==> config.mk <==
export PLATFORM = sky130hd
export DESIGN_NAME = ring_phase_monitor
export DESIGN_NICKNAME = d
export VERILOG_FILES = /design/src/rtl/ring_phase_monitor.sv
export SDC_FILE = /design/constraint.sdc
export NUM_CORES = 1
export LEC_CHECK = 0
export CORE_MARGIN = 2
export CORE_UTILIZATION = 51
export DETAILED_ROUTE_END_ITERATION = 10
export PLACE_DENSITY_LB_ADDON = 0.08
export SYNTH_ARGS = -nofsm -noshare
export SYNTH_HDL_FRONTEND = slang
export SYNTH_SLANG_ARGS = --single-unit
==> constraint.sdc <==
create_clock -name clk -period 1.9 [get_ports clk]
set_clock_uncertainty 0.05 [all_clocks]
set_input_delay 0.38 -clock clk [delete_from_list [all_inputs] [get_ports clk]]
set_output_delay 0.38 -clock clk [all_outputs]
set_load 0.01 [all_outputs]
==> src/rtl/ring_phase_monitor.sv <==
// ring_phase_monitor: watches a 4-bit one-hot ring counter and tracks its phase.
// The block acquires lock after four consecutive correct rotations, counts
// completed revolutions while locked, and latches a fault code on a bad sample.
//
// Build option: define RING_MON_HOLD_EN to accept a repeated sample (ring
// stall) as legal in SYNCING and LOCKED. Without it, a repeat drops SYNCING
// back to UNLOCKED and raises a stall fault (code 11) in LOCKED.
//
// fsm_state is a debug view of the FSM register:
// 0 UNLOCKED, 1 SYNCING, 2 LOCKED, 3 FAULT.
//
// ring_in has no handshake: one sample is taken on every rising clock edge.
// clr_err is level-sampled on the same edge and acts only in FAULT.

module ring_phase_monitor (
  input  logic       clk,
  input  logic       rst,
  input  logic [3:0] ring_in,
  input  logic       clr_err,
  output logic [1:0] phase,
  output logic       phase_valid,
  output logic       locked,
  output logic       rev_tick,
  output logic [7:0] rev_count,
  output logic       fault,
  output logic [1:0] fault_code,
  output logic [1:0] fsm_state
);

  typedef enum logic [1:0] {
    UNLOCKED = 2'd0,
    SYNCING  = 2'd1,
    LOCKED   = 2'd2,
    FAULT    = 2'd3
  } state_t;

  localparam logic [1:0] CODE_NONE  = 2'b00;
  localparam logic [1:0] CODE_NOT1H = 2'b01;
  localparam logic [1:0] CODE_ORDER = 2'b10;
  localparam logic [1:0] CODE_STALL = 2'b11;

  state_t     state, next_state;
  logic [3:0] prev;
  logic [1:0] sync_cnt, next_sync;
  logic [7:0] next_rev;
  logic       next_tick;
  logic [1:0] next_code;
  logic [1:0] next_phase;

  logic       one_hot;
  logic       is_rot;
  logic       is_same;

  // Classify the incoming sample against the previous one.
  always_comb begin
    one_hot = $onehot(ring_in);
    is_rot  = (ring_in == {prev[2:0], prev[3]});
    is_same = (ring_in == prev);
  end

  // Binary index of the sample; holds the last value when not one-hot.
  always_comb begin
    next_phase = phase;
    case (ring_in)
      4'b0001: next_phase = 2'd0;
      4'b0010: next_phase = 2'd1;
      4'b0100: next_phase = 2'd2;
      4'b1000: next_phase = 2'd3;
      default: next_phase = phase;
    endcase
  end

  // Next-state logic plus the values that follow the state transition.
  always_comb begin
    next_state = state;
    next_sync  = sync_cnt;
    next_rev   = rev_count;
    next_tick  = 1'b0;
    next_code  = fault_code;
    case (state)
      UNLOCKED: begin
        // No predecessor is checked here, including right after reset.
        if (one_hot) begin
          next_state = SYNCING;
          next_sync  = 2'd0;
        end
      end
      SYNCING: begin
        if (one_hot && is_rot) begin
          if (sync_cnt == 2'd3) begin
            next_state = LOCKED;
            next_rev   = 8'd0;
          end else begin
            next_sync = sync_cnt + 2'd1;
          end
        end else if (one_hot && is_same) begin
`ifdef RING_MON_HOLD_EN
          next_state = SYNCING;
`else
          next_state = UNLOCKED;
`endif
        end else begin
          next_state = UNLOCKED;
        end
      end
      LOCKED: begin
        // Fault detection wins over clr_err, which is ignored here.
        if (!one_hot) begin
          next_state = FAULT;
          next_code  = CODE_NOT1H;
        end else if (is_rot) begin
          if (prev == 4'b1000) begin
            next_tick = 1'b1;
            next_rev  = rev_count + 8'd1;
          end
        end else if (is_same) begin
`ifdef RING_MON_HOLD_EN
          next_state = LOCKED;
`else
          next_state = FAULT;
          next_code  = CODE_STALL;
`endif
        end else begin
          next_state = FAULT;
          next_code  = CODE_ORDER;
        end
      end
      FAULT: begin
        if (clr_err) begin
          next_state = UNLOCKED;
          next_code  = CODE_NONE;
        end
      end
      default: next_state = UNLOCKED;
    endcase
  end

  // State and output registers, cleared asynchronously by rst.
  always_ff @(posedge clk or posedge rst) begin
    if (rst) begin
      state       <= UNLOCKED;
      prev        <= 4'b0000;
      sync_cnt    <= 2'd0;
      phase       <= 2'd0;
      phase_valid <= 1'b0;
      rev_tick    <= 1'b0;
      rev_count   <= 8'd0;
      fault_code  <= CODE_NONE;
    end else begin
      state       <= next_state;
      prev        <= ring_in;
      sync_cnt    <= next_sync;
      phase       <= next_phase;
      phase_valid <= one_hot;
      rev_tick    <= next_tick;
      rev_count   <= next_rev;
      fault_code  <= next_code;
    end
  end

  // Status flags decoded straight from the state register.
  always_comb begin
    locked    = (state == LOCKED);
    fault     = (state == FAULT);
    fsm_state = state;
  end

endmodule

# --- After elaboration in Yosys (flattened, before gate mapping) ---
# Index checks and enable logic that the tools add are counted.
totals:
  reg_bits: 22
  inputBits: 7
  out_inout_bits: 18
op_classes:
  add_sub_neg: 5
  n_eq_ne: 22
  mux: 26
  n_reduce_logical: 10
op_table:
  columns: ["op", "count"]
  rows:
  - ["two-way mux 8 bit", 5]
  - ["two-way mux 2 bit", 11]
  - ["one-hot mux 2 bit (4 select lines)", 2]
  - ["one-hot mux 8 bit (2 select lines)", 1]
  - ["inequality test 2 bit (second input constant)", 5]
  - ["adder 8 x 1 -> 8 bit (second input constant)", 1]
  - ["== test 4 bit", 2]
  - ["== test 4 bit (second input constant)", 2]
  - ["one-hot mux 2 bit (2 select lines)", 2]
  - ["AND reduction 4 bit", 2]
  - ["== test 2 bit (second input constant)", 3]
  - ["inequality test 2 x 1 -> 1 bit (second input constant)", 3]
  - ["inequality test 3 bit (second input constant)", 2]
  - ["AND reduction 6 bit", 1]
  - ["nonzero test 2 bit", 3]
  - ["two-way mux 1 bit", 5]
  - ["adder 1 x 1 -> 2 bit", 2]
  - ["== test 4 x 1 -> 1 bit (second input constant)", 1]
  - ["== test 4 x 2 -> 1 bit (second input constant)", 1]
  - ["== test 4 x 3 -> 1 bit (second input constant)", 1]
  - ["nonzero test 4 bit", 1]
  - ["adder 2 x 2 -> 3 bit", 1]
  - ["== test 3 x 1 -> 1 bit (second input constant)", 1]
  - ["AND reduction 3 bit", 1]
  - ["4 further kinds", 4]

# --- Depth between registers and ports, before layout ---
# Gate-level depths: netlist of the first run.
logic_depth:
  ltp_word: 6
  ltp_mapped: 12
  mapped_depth_nobuf: 12

# --- Worst setup path after synthesis of the first run ---
# OpenSTA, ideal clock, no wires.
synth_timing:
  path_type: "input to register"
  startpoint: "in ring_in[0]"
  endpoint: "reg rev_count[7]"
  t_arrival_ns: 2.211
  required_ns: 1.774
  setup_slack_ns: -0.438
  stages: 12
  path_cell_list: "inv_1 -> fa_1 -> inv_1 -> ha_1 -> ha_1 -> nor2_1 -> nand2_1 -> nor2_4 -> nand2_2 -> clkinv_2 -> nand4_1 -> o21ai_1"
synth_via:
  elab_chain_len: 6
synth_rtl:
  columns: ["item", "line_no", "source"]
  rows:
  - ["start: declaration", "18", "input logic [3:0] ring_in,"]
  - ["adder 1 x 1 -> 2 bit (implied by the code)", "56", "one_hot = $onehot(ring_in);"]
  - ["adder 2 x 2 -> 3 bit (implied by the code)", "56", null]
  - ["== test 3 x 1 -> 1 bit", "56", null]
  - ["logical AND 1 bit", "89", "if (one_hot && is_rot) begin"]
  - ["inequality test 2 bit (no source line)", null, null]
  - ["AND reduction 6 bit (no source line) (*)", null, null]
  - ["end signal: assignment", "156", "rev_count <= next_rev;"]
  - ["end: declaration", "24", "output logic [7:0] rev_count,"]
# Mark *: on every way between the ends. The rest lies on a longest branch, timed or not.
# A chain may end at the register's enable or synchronous reset.

# --- Worst setup path after layout of the first run ---
layout_timing:
  startpoint: "in ring_in[3]"
  endpoint: "reg sync_cnt[0]"
layout_via:
  elab_chain_len: 6
layout_rtl:
  columns: ["item", "line_no", "source"]
  rows:
  - ["adder 1 x 1 -> 2 bit (implied by the code)", "56", null]
  - ["adder 2 x 2 -> 3 bit (implied by the code)", "56", null]
  - ["== test 3 x 1 -> 1 bit", "56", null]
  - ["logical AND 1 bit", "89", null]
  - ["inequality test 2 bit (no source line)", null, null]
  - ["AND reduction 4 bit (no source line) (*)", null, null]
  - ["end signal: assignment", "152", "sync_cnt <= next_sync;"]
  - ["end: declaration", "44", "logic [1:0] sync_cnt, next_sync;"]
# Marks and branches as above.

==> results by group, run 1 <==
Global route
  • Grt ovf: 0
  • Initial antenna violation count: 0
  • Largest net degree at the start of global routing: 23
  • First-pass GRT wire length: 4750 um
  • All-Layer GR Usage: 22.6%
  • Number of global-route vias before repair: 1082

STA
  • Period minus WS final: 2.01 ns
  • RSZ-0062 raised after global routing: yes
  • Fin. Hold Viols: 0
  • Crit path setup slack, layout: -0.105 ns
  • WHS: 0.268 ns
  • FMAX: 499 MHz
  • TNS Setup: -0.604 ns
  • Final period util: 106%
  • Worst-Margin Slew: 0.343 ns
  • Rel. slew slack: 77.1%
  • Final Max Slew Viols: 0
  • Endpoints failing setup: 12

Place
  • Placer Congestion: 0.837
  • Post-place instance area: 0.00171 mm^2
  • Placed Instances: 197
  • Dpl ws: -1.04 ns
  • PortBufs: 24
  • Dpl hpwl: 2200 um

Logic synthesis
  • Primary FF master, synth: dfrtp_1
  • Synth top area share: 42.8%
  • Synth area leader: dfrtp_1
  • Post-synthesis net count: 142
  • Yosys cell types: 39
  • Async SR Flop Fraction: 100%
  • Number of synthesized register bits: 22
  • Number of synthesized flops with an enable pin: 0
  • Mapped Cells: 127
  • Top cells by area, synth: dfrtp_1 (43%), ha_1 (6.8%), o21ai_1 (5.5%), xnor2_1 (4.8%), inv_1 (3.2%)
  • Cell area after synthesis: 0.00128 mm^2
  • Post-Syn Area per Cell: 10.1 um^2
  • Sequential-to-total area share from yosys stat: 42.8%
  • Synth warnings: 0

Critical path
  • Worst path top cell family by delay: adder cells
  • Critical path class: input pin to register
  • Worst EP arrival: 2.19 ns
  • CP Max Fanout: 4
  • Max incr delay on CP: 0.52 ns
  • WP depth: 12
  • R2R Path End: rev_count[5]$_DFFE_PP0P_
  • FF-to-FF setup slack: 0.20 ns
  • Startpoint Class: input pin
  • Slowest-stage cell, CP: fa_1
  • Reg2Reg Launch Point: fsm_state[0]$_DFFE_PP0P_
  • WP buf/inv: 4
  • CP Cell Sequence: buf_12, inv_12, fa_1, inv_1, ha_2, ha_4, nor2_4, nand2_4, buf_6, nor3_2, mux2i_1, o21ai_1
  • Crit. End Element: register
  • Reg2Reg Depth: 6
  • CP Data Required Time: 2.09 ns

Floorplan
  • Die W: 54.2 um
  • Site Rows: 18
  • Core area: 0.00243 mm^2
  • Starting Density: 52.8%
  • Chip Height: 54.2 um
  • Die area: 0.00294 mm^2
  • Io pins: 25

Run status
  • Status: finished with violations
  • Failing checks: setup timing

Cells and area
  • Ant diodes: 0
  • Filler cells: 165
  • Final Util: 77.5%
  • Final std cells w/o fill: 205
  • Layout cell share with drive strength beyond 1: 32.0%
  • Layout overhead on the synthesized area: 46.6%
  • Fin nets: 191
  • Post-route cell area: 0.00188 mm^2

Route
  • DR WL met3: 152 um
  • Drt wl/cell: 15.1 um
  • Antenna Nets Post-Route: 0
  • DR top layer: met4
  • Drt total wl: 3100 um
  • WL met1: 1280 um
  • First DRT Iteration DRCs: 30
  • Met2 wire length: 1650 um
  • Vias: 1167
  • DRT Pass-1 Iters: 4
  • Post-DR vias/cell: 5.69
  • Residual DRC count: 0

Hold path
  • Hold endpoint: prev[3]$_DFF_PP0_
  • Worst min-delay path class: input pin to register
  • Hold path start: ring_in[3]
  • Hold Path Depth: 2

Pwr
  • Final Total Pwr: 1.25 mW
  • Power density cells: 665 mW/mm^2
  • Peak supply drop: 0.494 mV
  • P_leak: 0.905 nW

Clock network
  • CTS tree: built
  • Clock Latency Late Sink: 0.31 ns
  • Reg clk slew, reported paths: 0.12 ns
  • CTS root buffer: clkbuf_4
  • Clock buffer depth: 2
  • Total CTS buffers: 3
  • CTS H-tree lvls: 1
  • Sink Count: 22

Flow run
  • Max Cap Viol: 0
cell type report:
type | instances | area (um^2) | share of cell area, %
Sequential cell | 22 | 551 | 29.2
Multi-Input combinational cell | 89 | 748 | 39.7
Tap cell | 30 | 37.5 | 1.99
Inverter | 13 | 66.3 | 3.52
Clock buffer | 3 | 22.5 | 1.20
Timing Repair Buffer | 47 | 429 | 22.8
Clock inverter | 1 | 30.0 | 1.59
sequential cells by signal (all words and copies together), names as in the netlist, named ones only:
| name | count |
|---|---|
| fault_code | 2 |
| fsm_state | 1 |
| phase | 2 |
| phase_valid | 1 |
| prev | 4 |
| rev_count | 8 |
| rev_tick | 1 |
| sync_cnt | 2 |
what timing repair did:
action | in CTS | in global routing
resized for setup | 21 | 14
setup buffers | 2 | 3
pin swaps | 9 | 9
endpoints found under the setup margin | 18 | 16
hold buffers | 0 | 0
cells in the final DEF, fill, tap and decap left out, types with 2 or more instances in the layout:
cell type	instances
dfrtp_1	22
clkdlybuf4s50_1	19
buf_4	19
o21ai_1	10
nand2_1	9
inv_1	8
xnor2_1	7
nor2_1	6
ha_1	5
o21ai_2	4
buf_6	4
a22o_1	3
a21oi_1	3
inv_2	3
and3_1	3
nand4_1	3
a31oi_1	3
clkbuf_4	3
nand3b_1	2
nor2_4	2
nand2_4	2
o31ai_4	2
o21ai_0	2
nand2b_1	2
o221ai_1	2
buf_2	2
routing by layer:
metal	track usage [%]	vias up
met1	27.3	575
met4	5.00	0
met2	39.6	42
met3	6.67	4
li1	-	546
met5	0	-
Yosys cell counts (2+ instances only):
cell type  instances
a21oi_1            3
a22o_1             3
a22oi_1            2
a31oi_1            3
and3_1             3
dfrtp_1           22
ha_1               7
inv_1             11
nand2_1           10
nand2b_1           2
nand3b_1           2
nand4_1            3
nor2_1             7
o21ai_0            2
o21ai_1           14
o221ai_1           2
o31ai_1            3
xnor2_1            7
cells by family (layout without fill, tap and decap cells):
group,after synthesis,count (layout),synth area share (%)
multiplexers,1,1,0.779
buffers and inverters,16,64,5.74
XOR/XNOR,8,8,6.04
adder cells (fa/ha/maj),8,8,8.37
AO/OA/AOI/OAI,34,34,17.9
AND/OR/NAND/NOR,38,38,18.3
flip-flops,22,22,42.8
worst max-delay path by stage:
stage          startpoint                        to  slack [ns]
3_5_place_dp   ring_in[3]   sync_cnt[0]$_DFFE_PP0P_       -1.04
6_report       ring_in[3]   sync_cnt[0]$_DFFE_PP0P_       -0.11
4_1_cts        ring_in[3]  rev_count[7]$_DFFE_PP0P_       -0.15
5_1_grt        ring_in[3]   sync_cnt[0]$_DFFE_PP0P_       -0.17
2_1_floorplan  ring_in[3]  rev_count[7]$_DFFE_PP0P_       -0.33
3_3_place_gp   ring_in[3]  rev_count[7]$_DFFE_PP0P_       -0.98
where the power goes:
| part | leakage, nW | switching, mW | internal (mW) |
|---|---|---|---|
| registers | 0.286 | 0.0395 | 0.506 |
| clock network | 0.0279 | 0.149 | 0.213 |
| logic | 0.591 | 0.167 | 0.179 |
(Power assumes the default switching activity.)
==> inputs of run 2 (changes only) <==
- GPL_ROUTABILITY_DRIVEN: default -> 0
- SKIP_CTS_REPAIR_TIMING: default -> 1
==> results by group, run 2 (synthesis results as in run 1) <==
Critical path
  • CP Cell Sequence: buf_6, buf_6, inv_12, fa_1, inv_1, ha_2, ha_4, nor2_4, nand2_4, buf_4, nor3_2, mux2i_1, o21ai_1 (was buf_12, inv_12, fa_1, inv_1, ha_2, ha_4, nor2_4, nand2_4, buf_6, nor3_2, mux2i_1, o21ai_1)
  • R2R Path End: rev_count[5]$_DFFE_PP0P_ (unchanged)
  • Reg2Reg Depth: 6 (unchanged)
  • Crit. End Element: register (unchanged)
  • CP Data Required Time: 2.09 ns (about the same)
  • FF-to-FF setup slack: 0.24 ns (was 0.20 ns)
  • CP Max Fanout: 4 (unchanged)
  • Startpoint Class: input pin (unchanged)
  • Capture point of the worst path: sync_cnt[0]$_DFFE_PP0P_ (unchanged)
  • Slowest-stage cell, CP: fa_1 (unchanged)
  • Critical path class: input pin to register (unchanged)
  • Max incr delay on CP: 0.47 ns (was 0.52 ns)
  • Worst EP arrival: 2.23 ns (was 2.19 ns)
  • Launch point of the worst path: ring_in[3] (unchanged)
  • Most common cell on crit path: buf_6

Clock network
  • Sink Count: 22 (unchanged)
  • Clock buffer depth: 2 (unchanged)
  • CTS root buffer: clkbuf_4 (unchanged)
  • CTS tree: built (unchanged)
  • Reg clk slew, reported paths: 0.12 ns (about the same)
  • CTS H-tree lvls: 1 (unchanged)
  • Clock Latency Late Sink: 0.31 ns (about the same)
  • Total CTS buffers: 3 (unchanged)

Global route
  • Largest net degree at the start of global routing: 23 (unchanged)
  • Grt ovf: 0 (unchanged)
  • First-pass GRT wire length: 4740 um (was 4750 um)
  • Initial antenna violation count: 0 (unchanged)
  • Number of global-route vias before repair: 1071 (was 1082)
  • All-Layer GR Usage: 22.6% (about the same)

Hold path
  • Worst min-delay path class: input pin to register (unchanged)

Cells and area
  • Post-route cell area: 0.00184 mm^2 (was 0.00188 mm^2)
  • Layout cell share with drive strength beyond 1: 29.8% (was 32.0%)
  • Filler cells: 175 (was 165)
  • Max FFs per register: 8 (unchanged)
  • Ant diodes: 0 (unchanged)
  • Fin nets: 187 (was 191)
  • Most common cell after layout, fill and taps aside: dfrtp_1 (unchanged)
  • Top flop regs: rev_count x8, prev x4 (unchanged)
  • Top reg by flops: rev_count (unchanged)
  • Final std cells w/o fill: 201 (was 205)
  • Leading cell types in the layout, fill and taps excluded: dfrtp_1 (22), clkdlybuf4s50_1 (20), buf_4 (17) (was dfrtp_1 (22), clkdlybuf4s50_1 (19), buf_4 (19))
  • Layout overhead on the synthesized area: 42.8% (was 46.6%)

Route
  • Drt total wl: 3000 um (was 3100 um)
  • First DRT Iteration DRCs: 30 (unchanged)
  • DR WL met3: 108 um (was 152 um)
  • Antenna Nets Post-Route: 0 (unchanged)
  • WL met1: 1270 um (was 1280 um)
  • Vias: 1125 (was 1167)
  • DRT Pass-1 Iters: 4 (unchanged)
  • Met2 wire length: 1610 um (was 1650 um)
  • DR top layer: met4 (unchanged)
  • Post-DR vias/cell: 5.60 (was 5.69)
  • Drt wl/cell: 14.9 um (was 15.1 um)
  • Residual DRC count: 0 (unchanged)

Pwr
  • P_leak: 0.883 nW (was 0.905 nW)
  • Power density cells: 673 mW/mm^2 (was 665 mW/mm^2)
  • Final Total Pwr: 1.24 mW (was 1.25 mW)
  • Peak supply drop: 0.489 mV (was 0.494 mV)

STA
  • Final Max Slew Viols: 0 (unchanged)
  • FMAX: 490 MHz (was 499 MHz)
  • RSZ-0062 raised after global routing: yes (unchanged)
  • Period minus WS final: 2.04 ns (was 2.01 ns)
  • Worst-Margin Slew: 0.342 ns (was 0.343 ns)
  • Fin. Hold Viols: 0 (unchanged)
  • Rel. slew slack: 77.1% (about the same)
  • Endpoints failing setup: 14 (was 12)
  • Final period util: 107% (was 106%)
  • Crit path setup slack, layout: -0.139 ns (was -0.105 ns)

Place
  • Post-place instance area: 0.00171 mm^2 (unchanged)
  • PortBufs: 24 (unchanged)
  • Placed Instances: 197 (unchanged)
  • Dpl hpwl: 2200 um (unchanged)

Floorplan
  • Die W: 54.2 um (unchanged)
  • Die area: 0.00294 mm^2 (unchanged)
  • Io pins: 25 (unchanged)
  • Core area: 0.00243 mm^2 (unchanged)
  • Starting Density: 52.8% (unchanged)
  • Chip Height: 54.2 um (unchanged)
  • Site Rows: 18 (unchanged)

Run status
  • Failing checks: setup timing (unchanged)
  • Status: finished with violations (unchanged)

Flow run
  • Max Cap Viol: 0 (unchanged)
-- run 2: cell count changes in the layout (fill, tap and decap cells not counted), sizes merged --
cell	before	now
clkdlybuf4s50	19	20
clkbuf	3	4
buf	26	21
dlygate4sd2	1	0
-- run 2: worst max-delay path: cells and delay by family --
| kind | cells | cell delay [ns] |
|---|---|---|
| and+or+nand+nor | 3 | 0.31 |
| muxes | 1 | 0.09 |
| AOI/OAI and AO/OA | 1 | 0.16 |
| adders and majority gates | 3 | 0.87 |
| buffers and inverters | 5 | 0.43 |
-- run 2: worst min-delay path by stage --
stage	start	depth (start not counted)	end
after floorplan	rst	1	async pin
after global placement	rev_count[7]$_DFFE_PP0P_	1	rev_count[7]$_DFFE_PP0P_
after detailed placement	rev_count[7]$_DFFE_PP0P_	1	rev_count[7]$_DFFE_PP0P_
after CTS	rst	3	async pin
after global routing	ring_in[1]	2	prev[1]$_DFF_PP0_
final	ring_in[0]	2	prev[0]$_DFF_PP0_
-- run 2: cell type report --
| type | instances | area [um^2] | share of cell area, % |
|---|---|---|---|
| multi-input combinational | 89 | 744 | 40.6 |
| sequential | 22 | 551 | 30.0 |
| timing repair buffer | 43 | 384 | 20.9 |
| inverter | 13 | 66.3 | 3.61 |
| tap | 30 | 37.5 | 2.04 |
| clock inverter | 1 | 30.0 | 1.64 |
| clock buffer | 3 | 22.5 | 1.23 |
-- run 2: routing by layer --
metal | vias up | track usage (%)
met3 | 4 | 6.67
met1 | 555 | 27.6
met2 | 27 | 38.4
met4 | 0 | 6.25
li1 | 539 | -
met5 | - | 0
-- run 2: where the power goes --
group	internal, mW	switching (mW)	leakage [nW]
clock	0.213	0.147	0.0279
combinational	0.170	0.162	0.569
sequential	0.506	0.0386	0.286
-- run 2: through the flow --
stage,hold slack (ns),setup TNS [ns],util (%),worst slack [ns]
5_1_grt,0.269,-2.46,75.5,-0.238
2_1_floorplan,0.319,-3.20,-,-0.327
6_report,0.288,-1.44,75.5,-0.139
4_1_cts,0.343,-10.08,72.4,-0.707
3_5_place_dp,0.410,-15.21,70.2,-1.04
3_3_place_gp,0.402,-14.50,70.2,-0.983
